**src/rtl/dyn_postsub_div_pkg.sv**
```systemverilog
// Shared types and width helpers for the post-add/sub signed divider.
// Pure declarations; no clocked logic, no latency, no flow control.
package dyn_postsub_div_pkg;

  typedef enum logic [1:0] {
    IDLE = 2'd0,
    DIV  = 2'd1,
    FIX  = 2'd2
  } state_t;

  // Dividend/quotient width: one bit of growth for the add/sub, plus sign.
  function automatic int calc_w(input int sizein);
    return 2 * sizein + 2;
  endfunction

  function automatic int cnt_bits(input int w);
    return $clog2(w + 1);
  endfunction

endpackage

```
**src/rtl/dyn_postsub_div_if.sv**
```systemverilog
// Request/result bundle of dyn_postsub_div: master drives operands, slave returns q/r.
// Level handshake: start is accepted only while busy is low; done holds until the next accept.
interface dyn_postsub_div_if #(
  parameter int SIZEIN = 16
);
  import dyn_postsub_div_pkg::*;

  localparam int W = calc_w(SIZEIN);

  logic                     ce;
  logic                     start;
  logic                     subsel;
  logic signed [2*SIZEIN:0] p;
  logic signed [2*SIZEIN:0] d;
  logic signed [SIZEIN-1:0] c;
  logic                     busy;
  logic                     done;
  logic signed [W-1:0]      q;
  logic signed [SIZEIN-1:0] r;
  logic                     dbz;

  modport master (
    output ce, start, subsel, p, d, c,
    input  busy, done, q, r, dbz
  );

  modport slave (
    input  ce, start, subsel, p, d, c,
    output busy, done, q, r, dbz
  );

endinterface

```
**src/rtl/dyn_postsub_div_step.sv**
```systemverilog
// Unsigned restoring divider core: one shift/subtract step per enabled edge, W steps total.
// Latency W steps after load; holds everything while ce is low, no output handshake.
module udiv_step_core #(
  parameter int SIZEIN = 16,
  parameter int W      = 34,
  parameter int CW     = 6
) (
  input  logic              clk,
  input  logic              rst,
  input  logic              ce,
  input  logic              load,
  input  logic              step,
  input  logic [W-1:0]      dividend,
  input  logic [SIZEIN-1:0] divisor,
  output logic [W-1:0]      quo,
  output logic [SIZEIN-1:0] rem,
  output logic [CW-1:0]     count
);

  logic [SIZEIN+1:0] rem_q;
  logic [W-1:0]      quo_q;
  logic [SIZEIN-1:0] dvs_q;
  logic [CW-1:0]     cnt_q;
  logic [SIZEIN+1:0] shifted;
  logic [SIZEIN+1:0] diff;
  logic              take;

  // The partial remainder stays below the divisor, so the top bit only matters
  // as a safety term in the compare.
  always_comb begin
    shifted = {rem_q[SIZEIN:0], quo_q[W-1]};
    diff    = shifted - {2'b00, dvs_q};
    take    = rem_q[SIZEIN+1] | (shifted >= {2'b00, dvs_q});
  end

  always_ff @(posedge clk or posedge rst) begin
    if (rst) begin
      rem_q <= '0;
      quo_q <= '0;
      dvs_q <= '0;
      cnt_q <= '0;
    end else if (ce) begin
      if (load) begin
        rem_q <= '0;
        quo_q <= dividend;
        dvs_q <= divisor;
        cnt_q <= CW'(W);
      end else if (step) begin
        rem_q <= take ? diff : shifted;
        quo_q <= {quo_q[W-2:0], take};
        cnt_q <= cnt_q - CW'(1);
      end
    end
  end

  assign quo   = quo_q;
  assign rem   = rem_q[SIZEIN-1:0];
  assign count = cnt_q;

endmodule

```
**src/rtl/dyn_postsub_div.sv**
```systemverilog
// Signed divide of (p -/+ d) by c, truncating toward zero; result registered on the FIX edge.
// Latency W+1 enabled edges from accept to done; start ignored while busy or in FIX.
module dyn_postsub_div
  import dyn_postsub_div_pkg::*;
#(
  parameter int SIZEIN = 16
) (
  input logic               clk,
  input logic               rst,
  dyn_postsub_div_if.slave  bus
);

  localparam int W  = calc_w(SIZEIN);
  localparam int CW = cnt_bits(W);

  state_t                   state;
  logic                     busy_q;
  logic                     done_q;
  logic                     dbz_q;
  logic signed [W-1:0]      q_q;
  logic signed [SIZEIN-1:0] r_q;
  logic                     sx;
  logic                     sc;
  logic                     czero;

  logic signed [W-1:0]      p_ext;
  logic signed [W-1:0]      d_ext;
  logic signed [W-1:0]      x;
  logic [W-1:0]             abs_x;
  logic [SIZEIN-1:0]        abs_c;
  logic                     accept;
  logic                     step;
  logic [W-1:0]             quo;
  logic [SIZEIN-1:0]        rem;
  logic [CW-1:0]            count;
  logic signed [W-1:0]      q_mag;
  logic signed [W-1:0]      q_res;
  logic signed [SIZEIN-1:0] r_mag;
  logic signed [SIZEIN-1:0] r_res;

  // W bits hold any sum/difference of two (2*SIZEIN+1)-bit values, and its magnitude unsigned.
  always_comb begin
    p_ext  = W'(bus.p);
    d_ext  = W'(bus.d);
    x      = bus.subsel ? (p_ext + d_ext) : (p_ext - d_ext);
    abs_x  = x[W-1] ? -x : x;
    abs_c  = bus.c[SIZEIN-1] ? -bus.c : bus.c;
    accept = bus.ce && bus.start && !busy_q && (state == IDLE);
    step   = bus.ce && (state == DIV);
    q_mag  = $signed(quo);
    r_mag  = $signed(rem);
    q_res  = (sx ^ sc) ? -q_mag : q_mag;
    r_res  = sx ? -r_mag : r_mag;
  end

  udiv_step_core #(
    .SIZEIN (SIZEIN),
    .W      (W),
    .CW     (CW)
  ) u_core (
    .clk      (clk),
    .rst      (rst),
    .ce       (bus.ce),
    .load     (accept),
    .step     (step),
    .dividend (abs_x),
    .divisor  (abs_c),
    .quo      (quo),
    .rem      (rem),
    .count    (count)
  );

  always_ff @(posedge clk or posedge rst) begin
    if (rst) begin
      state  <= IDLE;
      busy_q <= 1'b0;
      done_q <= 1'b0;
      dbz_q  <= 1'b0;
      q_q    <= '0;
      r_q    <= '0;
      sx     <= 1'b0;
      sc     <= 1'b0;
      czero  <= 1'b0;
    end else if (bus.ce) begin
      case (state)
        IDLE: begin
          if (accept) begin
            sx     <= x[W-1];
            sc     <= bus.c[SIZEIN-1];
            czero  <= (bus.c == '0);
            done_q <= 1'b0;
            busy_q <= 1'b1;
            state  <= DIV;
          end
        end
        DIV: begin
          if (count == CW'(1)) state <= FIX;
        end
        FIX: begin
          // A zero divisor still runs the full schedule; its raw core result is discarded.
          q_q    <= czero ? '0 : q_res;
          r_q    <= czero ? '0 : r_res;
          dbz_q  <= czero;
          done_q <= 1'b1;
          busy_q <= 1'b0;
          state  <= IDLE;
        end
        default: state <= IDLE;
      endcase
    end
  end

  assign bus.busy = busy_q;
  assign bus.done = done_q;
  assign bus.dbz  = dbz_q;
  assign bus.q    = q_q;
  assign bus.r    = r_q;

endmodule
```
**src/flat_wrapper.sv**
```systemverilog
// flat-port wrapper written by rule: the top's interface ports become plain ports
module dyn_postsub_div_flat import dyn_postsub_div_pkg::*;
#(
  parameter int SIZEIN = 16
)
  (clk, rst, bus_ce, bus_start, bus_subsel, bus_p, bus_d, bus_c, bus_busy, bus_done, bus_q, bus_r, bus_dbz);
  dyn_postsub_div_if #(.SIZEIN(SIZEIN)) bus_i ();
  input logic clk;
  input logic rst;
  input wire logic [$bits(bus_i.ce)-1:0] bus_ce;
  input wire logic [$bits(bus_i.start)-1:0] bus_start;
  input wire logic [$bits(bus_i.subsel)-1:0] bus_subsel;
  input wire logic [$bits(bus_i.p)-1:0] bus_p;
  input wire logic [$bits(bus_i.d)-1:0] bus_d;
  input wire logic [$bits(bus_i.c)-1:0] bus_c;
  output wire logic [$bits(bus_i.busy)-1:0] bus_busy;
  output wire logic [$bits(bus_i.done)-1:0] bus_done;
  output wire logic [$bits(bus_i.q)-1:0] bus_q;
  output wire logic [$bits(bus_i.r)-1:0] bus_r;
  output wire logic [$bits(bus_i.dbz)-1:0] bus_dbz;
  assign bus_i.ce = bus_ce;
  assign bus_i.start = bus_start;
  assign bus_i.subsel = bus_subsel;
  assign bus_i.p = bus_p;
  assign bus_i.d = bus_d;
  assign bus_i.c = bus_c;
  assign bus_busy = bus_i.busy;
  assign bus_done = bus_i.done;
  assign bus_q = bus_i.q;
  assign bus_r = bus_i.r;
  assign bus_dbz = bus_i.dbz;
  dyn_postsub_div #(.SIZEIN(SIZEIN)) u_core (.clk(clk), .rst(rst), .bus(bus_i));
endmodule
```
**config.mk**
```make
export PLATFORM = sky130hd
export DESIGN_NAME = dyn_postsub_div_flat
export DESIGN_NICKNAME = d
export VERILOG_FILES = /design/src/rtl/dyn_postsub_div_pkg.sv /design/src/rtl/dyn_postsub_div_if.sv /design/src/rtl/dyn_postsub_div_step.sv /design/src/rtl/dyn_postsub_div.sv /design/src/flat_wrapper.sv
export SDC_FILE = /design/constraint.sdc
export NUM_CORES = 1
export LEC_CHECK = 0
export ABC_AREA = 1
export BUFFER_PORTS_ARGS = -buffer_cell sky130_fd_sc_hd__buf_2
export CAP_MARGIN = 20
export CORE_ASPECT_RATIO = 0.75
export CORE_MARGIN = 10
export CORE_UTILIZATION = 28
export DETAILED_ROUTE_END_ITERATION = 12
export SYNTH_ARGS = -nofsm -noshare
export SYNTH_HDL_FRONTEND = slang
export SYNTH_SLANG_ARGS = --single-unit
```
**constraint.sdc**
```tcl
create_clock -name clk -period 4.8 [get_ports clk]
set_input_delay 1.2 -clock clk [delete_from_list [all_inputs] [get_ports clk]]
set_output_delay 1.2 -clock clk [all_outputs]
set_load 0.005 [all_outputs]
```
==> results by group, run 1 <==
Pwr
  – Sequential share of power: 0.259
  – Switching Fraction: 0.474
  – Peak VDD IR: 0.229 mV
  – Combinational group share of total power: 0.551
  – PD cells: 469 nW/µm²
  – Net Sw Power: 3.34 mW
  – Leakage: roughly 8 nW
  – Clock power share: 0.189
  – Int Pwr: 3.70 mW

Timing
  – Final period utilization: 0.950
  – Hold WS: 0.480 ns
  – Unrepaired setup endpoints after global routing: true
  – Slew margin rel.: 0.436
  – Pin slew with the least headroom to its limit: 0.845 ns
  – Clock Skew: roughly 0.011 ns
  – Final Max Tran Viols: 0
  – Final Hold Viols: 0
  – Min Tclk post-route: 4.56 ns
  – Setup violators final: 0
  – Fmax: about 220 MHz

Yosys
  – Synth warn: 0
  – Post-synth ARST share: 1.00
  – Yosys reg bits: 132
  – Register area share after synthesis: 0.271
  – Gate Count Post-Synth: 1956
  – Mapped Area: 12200 µm²
  – Unique masters post-synth: 48
  – Main flop type after synthesis: dfrtp_1
  – Number of synthesized flops with an enable pin: 0
  – Mean Syn Cell Area: 6.22 µm²
  – Syn Nets: 2102

Drt
  – Via-to-Cell Ratio: slightly below 5
  – DR DRC count: 0
  – WL per Instance: 14.8 µm
  – Total number of vias: 13300
  – Final ANT Viol Nets: 0
  – Drt pass-1 iters: 5
  – Drt total wl: 41.0 mm
  – Initial drt markers: 936

Critical path
  – Worst-path fanout max: 4
  – Crit path capture type: flip-flop
  – Crit path from: bus_d[4]
  – CP Data Required Time: between 5 and 6 ns
  – Slowest CP cell: ha_1
  – CP dominant cell by count: nand2_1
  – Crit path launch type: input pin
  – Reg2reg start: u_core.u_core.quo[33]
  – CP max stage delay: 0.36 ns
  – CP Class: in -> reg
  – R2r worst-path depth: 16
  – Critical Path AT: about 4.9 ns

Floorplan
  – Core area: 43200 µm²
  – DIE HEIGHT: 201 µm
  – Starting Density: 0.282
  – Cell Rows: 66
  – Die Width: 261 µm
  – Io pins: 140
  – Die ar.: 52300 µm²

GRT
  – Initial antenna violation count: 1
  – Largest net degree at the start of global routing: 78
  – GR Util All Layers: 0.155
  – First-pass GRT wire length: 66.7 mm
  – Grt ovf: 0
  – Vias in the first global route: 13000

Run
  – Max_cap viols: 0

CTS
  – CTS Buf Count: 17
  – Clock buffer depth: 2
  – CTS tree: yes
  – CTS H-tree depth: 4
  – Root Driver: clkbuf_16
  – Clock latency on the worst-skew pair: 0.44 ns
  – Clk slew on worst S/H paths: ~0.060 ns
  – Clk sinks: 132
  – Hold-fix buffers, CTS: 0

Finish
  – ANT cells: 0
  – Final Cell Area: 15000 µm²
  – Area delta synth->final: 23.4%
  – Most common cell after layout, fill and taps aside: nand2_1
  – Nets: 2322
  – Most frequent cells in the layout: 619 x nand2_1, 270 x inv_1, 162 x nand3_1, 146 x nor2_1, 139 x buf_2
  – Share of post-route cells with drive strength above 1: 0.174

Placement
  – Post-DP HPWL: 32.7 mm
  – Port Buffer Count: 139
  – Placed inst area: 14200 µm²
  – Placer's final routability congestion estimate: 0.932

Hold path
  – Hold_sp: u_core.bus.q[14]
  – Hold crit path type: reg -> reg
  – Hold Crit Depth: 2

Status
  – Status: completed
-- sequential cells by signal, summed over array words and instances (netlist names), 2 cells and up --
signal	count
u_core.u_core.count	6
u_core.state	2
u_core.bus.q	34
u_core.u_core.quo	34
u_core.u_core.dvs_q	16
u_core.u_core.rem_q	18
u_core.bus.r	16
-- cells in the mapped netlist, types with 2 or more instances --
cell type	number	area, µm²
nand2_1	630	2360
inv_1	273	1020
nand3_1	163	816
nor2_1	157	589
o21ai_0	139	696
dfrtp_1	132	3300
a21oi_1	77	385
ha_1	57	713
xor2_1	39	342
nor3_1	35	175
clkbuf_1	34	128
nand4_1	26	163
xnor2_1	23	201
nand2_2	17	106
o221ai_1	15	131
inv_2	11	41.3
nand3b_1	11	82.6
o211ai_1	9	67.6
o22ai_1	9	56.3
a32o_1	8	80.1
nand3_2	8	80.1
o21ai_1	8	40.0
nor2_2	7	43.8
a31oi_1	6	37.5
buf_1	6	22.5
o31ai_1	6	45.0
nor2_4	5	56.3
nor3_2	5	50.1
o21bai_1	5	37.5
buf_2	4	20.0
buf_4	4	30.0
nor4_1	4	25.0
a21o_1	2	15.0
a22oi_1	2	15.0
and2_1	2	12.5
clkinv_1	2	7.51
fa_1	2	40.0
nand2_4	2	22.5
o41ai_1	2	17.5
-- layout make-up --
| type | instances | area (µm²) |
|---|---|---|
| inverter | 287 | 1090 |
| multi-input combinational | 1488 | 7730 |
| fill | 4632 | 28200 |
| clock buffer | 17 | 425 |
| sequential | 132 | 3300 |
| tap | 578 | 723 |
| clock inverter | 14 | 164 |
| timing repair buffer | 250 | 1580 |
-- worst max-delay path, delay by kind of cell --
kind | cells | cell delay, ns
AOI/OAI and AO/OA | 1 | 0.23
and+or+nand+nor | 20 | 2.54
xor gates and xnor gates | 1 | 0.06
adders and majority gates | 1 | 0.36
buffers and inverters | 5 | 0.54
-- repair_timing --
action | CTS | global route
setup endpoints to repair | 0 | 34
buffers inserted | 0 | 3
hold endpoints to repair | 0 | 0
resized for setup | 0 | 47
-- power by group through the flow --
| stage | clock network, mW | registers, mW | logic [mW] |
|---|---|---|---|
| 2_1_floorplan | 0 | 1.71 | 2.76 |
| 3_3_place_gp | 0 | 1.82 | 3.74 |
| 3_5_place_dp | 0 | 1.83 | 3.78 |
| 4_1_cts | 1.35 | 1.82 | 3.81 |
| 5_1_grt | 1.40 | 1.88 | 4.44 |
| 6_report | 1.33 | 1.83 | 3.88 |
-- routing by layer --
layer  vias to the layer above  GRT usage  routed length [µm]
met1                      6208      0.211               19800
met4                         2     0.0282                 367
met3                        30     0.0312                2180
met5                         -          0                   8
li1                       6766          -                   -
met2                       289      0.251               18600
-- cells by family after synthesis --
logic type                 synth area share
and+or+nand+nor                       0.380
xor gates and xnor gates             0.0446
DFF                                   0.271
AOI/OAI and AO/OA                     0.137
buffers and inverters                 0.106
adders and majority gates            0.0619
-- metrics by stage --
stage / instances / setup WS (ns) / util / total power, mW / TNS [ns]
floorplan: 1956 / 0.0740 / - / 4.48 / 0
global placement: 2731 / -0.282 / 0.329 / 5.56 / -6.59
detailed placement: 2731 / -0.286 / 0.329 / 5.61 / -7.74
CTS: 2762 / 0.156 / 0.343 / 6.98 / 0
global route: 2766 / -0.109 / 0.348 / 7.72 / -0.691
finish: 2766 / 0.241 / 0.348 / 7.04 / 0
-- worst paths after layout --
kind | endpoint | slack (ns)
hold / removal | u_core.bus.q[14] | 0.48
setup / recovery | u_core.u_core.quo[33] | 0.24
hold reg to reg | u_core.bus.q[14] | 0.48
max in group asynchronous | u_core.bus.q[18] | 2.97
setup reg to reg | u_core.u_core.rem_q[3] | 1.58
min in group asynchronous | u_core.bus.q[10] | 0.87
Note: power is estimated with default switching activity, not from simulation.
==> inputs of run 2 (changes only) <==
CORE_UTILIZATION = 55   (was 28)
PLACE_DENSITY = 0.79   (was unset)
==> run 2 against run 1 <==
  * Die area fell by 45%
  * Final area fell by 3.3%
  * Sequential share of layout area rose by 0.74 points
  * Critical path type unchanged
  * Critical path depth rose by 4
  * Routed wire length fell by 3.8%
  * Sequential cell count did not move
==> results by group, run 2 (synthesis results as in run 1) <==
Critical path
  – Crit path launch type: input pin
  – CP Data Required Time: 5.11 ns (-0.07 ns)
  – Crit path max-delay family: simple AND/OR/NAND/NOR gates
  – CP dominant cell by count: nand2_1
  – CP max stage delay: 0.36 ns (about the same)
  – Buf+Inv Stages, Crit Path: 10 (+5)
  – Critical Path AT: 4.88 ns (-0.06 ns)
  – Worst-path fanout max: 8 (+4)
  – CP Class: in -> reg
  – Slowest CP cell: ha_1
  – Crit path capture type: flip-flop

Finish
  – ANT cells: 0 (unchanged)
  – Final Cell Area: 14500 µm² (-3.3%)
  – Most common cell after layout, fill and taps aside: nand2_1
  – Most frequent cells in the layout: 625 x nand2_1, 269 x inv_1, 159 x nand3_1, 139 x buf_2, 137 x nor2_1
  – Share of post-route cells with drive strength above 1: 0.168 (-0.00524)
  – Finished Core Util: 0.662 (+0.314)
  – Nets: 2309 (-0.56%)
  – Area delta synth->final: 19.3%

Drt
  – WL per Instance: 16.0 µm (+7.9%)
  – Total number of vias: 13600 (+2.5%)
  – DR DRC count: 0 (unchanged)
  – Drt pass-1 iters: 6 (+1)
  – Initial drt markers: 1459 (+56%)
  – Via-to-Cell Ratio: 5.53 (+15%)
  – Final ANT Viol Nets: 0 (unchanged)
  – Drt total wl: 39.4 mm (-3.8%)

CTS
  – Root Driver: clkbuf_16
  – CTS tree: yes
  – Clock buffer depth: 2 (unchanged)
  – Clock latency on the worst-skew pair: 0.42 ns (-0.02 ns)
  – CTS H-tree depth: 4 (unchanged)
  – Clk slew on worst S/H paths: 0.06 ns (about the same)
  – Clk sinks: 132 (unchanged)
  – CTS Buf Count: 17 (unchanged)

Floorplan
  – Core area: 21900 µm² (-49%)
  – Starting Density: 0.555 (+0.273)
  – Cell Rows: 47 (-29%)
  – Die Width: 192 µm (-26%)
  – DIE HEIGHT: 149 µm (-26%)
  – Die ar.: 28500 µm² (-45%)
  – Io pins: 140 (unchanged)

Placement
  – Placed inst area: 13700 µm² (-3.4%)
  – Post-DP HPWL: 30.9 mm (-5.5%)
  – Port Buffer Count: 139 (unchanged)
  – Placer's final routability congestion estimate: 0.967 (+3.7%)

Timing
  – Final Hold Viols: 0 (unchanged)
  – Slew margin rel.: 0.291 (-0.145)
  – Clock Skew: 0.0101 ns (-0.000903 ns)
  – Setup violators final: 0 (unchanged)
  – Min Tclk post-route: 4.57 ns (+0.00724 ns)
  – Final period utilization: 0.951 (+0.00151)
  – Fmax: 219 MHz (-0.16%)
  – Final Max Tran Viols: 0 (unchanged)
  – Pin slew with the least headroom to its limit: 1.06 ns (+0.218 ns)

GRT
  – First-pass GRT wire length: 62.8 mm (-5.9%)
  – Grt ovf: 0 (unchanged)
  – GR Util All Layers: 0.268 (+0.112)
  – Largest net degree at the start of global routing: 71 (-9.0%)
  – Initial antenna violation count: 1 (unchanged)
  – Vias in the first global route: 12400 (-4.5%)

Run
  – Max_cap viols: 0 (unchanged)

Pwr
  – Peak VDD IR: 0.362 mV (+58%)
  – PD cells: 478 nW/µm² (+1.9%)
  – Leakage: 7.85 nW (-1.1%)

Hold path
  – Hold crit path type: reg -> reg

Status
  – Status: completed
## run 2: power by group
part / switching [mW] / total (mW) / internal [mW]
Combinational: 2.53 / 3.94 / 1.41
Sequential: 0.378 / 1.85 / 1.47
Clock: 0.473 / 1.15 / 0.675
Total: 3.38 / 6.94 / 3.56
## run 2: per-stage QoR
stage | hold WS (ns) | worst slack (ns) | instances | power, mW | setup TNS (ns)
floorplan | 0.446 | 0.0740 | 1956 | 4.48 | 0
global placement | 0.462 | -0.154 | 2431 | 5.50 | -2.42
detailed placement | 0.464 | -0.327 | 2431 | 5.59 | -7.28
CTS | 0.482 | 0.0675 | 2460 | 6.76 | 0
global route | 0.500 | -0.0381 | 2467 | 7.50 | -0.125
finish | 0.476 | 0.233 | 2467 | 6.94 | 0
## run 2: layout make-up
class,instances,area [µm²]
sequential,132,3300
clock buffer,24,472
tap,294,368
timing repair buffer,237,1520
clock inverter,5,30.0
fill,2043,7410
multi-input combinational,1488,7740
inverter,287,1090
## run 2: worst paths after layout
kind                                               end  depth (start not counted)                  start  slack, ns
worst max register to register  u_core.u_core.rem_q[4]                         16  u_core.u_core.quo[33]       1.13
worst max-delay path             u_core.u_core.quo[26]                         32               bus_d[0]       0.23
max in group asynchronous        u_core.u_core.quo[33]                          3                    rst       2.99
worst min-delay path                  u_core.bus.q[32]                          2       u_core.bus.q[32]       0.48
worst min register to register        u_core.bus.q[32]                          2       u_core.bus.q[32]       0.48
min in group asynchronous              u_core.bus.r[0]                          2                    rst       0.96
## run 2: repair_timing
item	in CTS	in global routing
endpoints found under the setup margin	0	34
hold buffers	0	0
gates resized for setup	0	58
setup buffers	0	5
## run 2: metal layers
metal	part of all wire	GRT usage
met1	0.48	0.405
met2	0.41	0.384
met3	0.096	0.0542
met4	0.010	0.0491
met5	0	0
## run 2: worst register-to-register path: stages, from the launching register on
cell      delay [ns]
dfrtp_1         0.43
inv_1           0.11
ha_1            0.16
inv_1           0.09
fa_1            0.44
nand2_1         0.12
o211ai_2        0.11
a31oi_1         0.39
o21bai_1        0.17
nand2_1         0.09
nand2_1         0.09
nand2_1         0.08
nand2_1         0.48
inv_2           0.46
nand2_1         0.13
nand3_1         0.08
o21ai_0         0.08
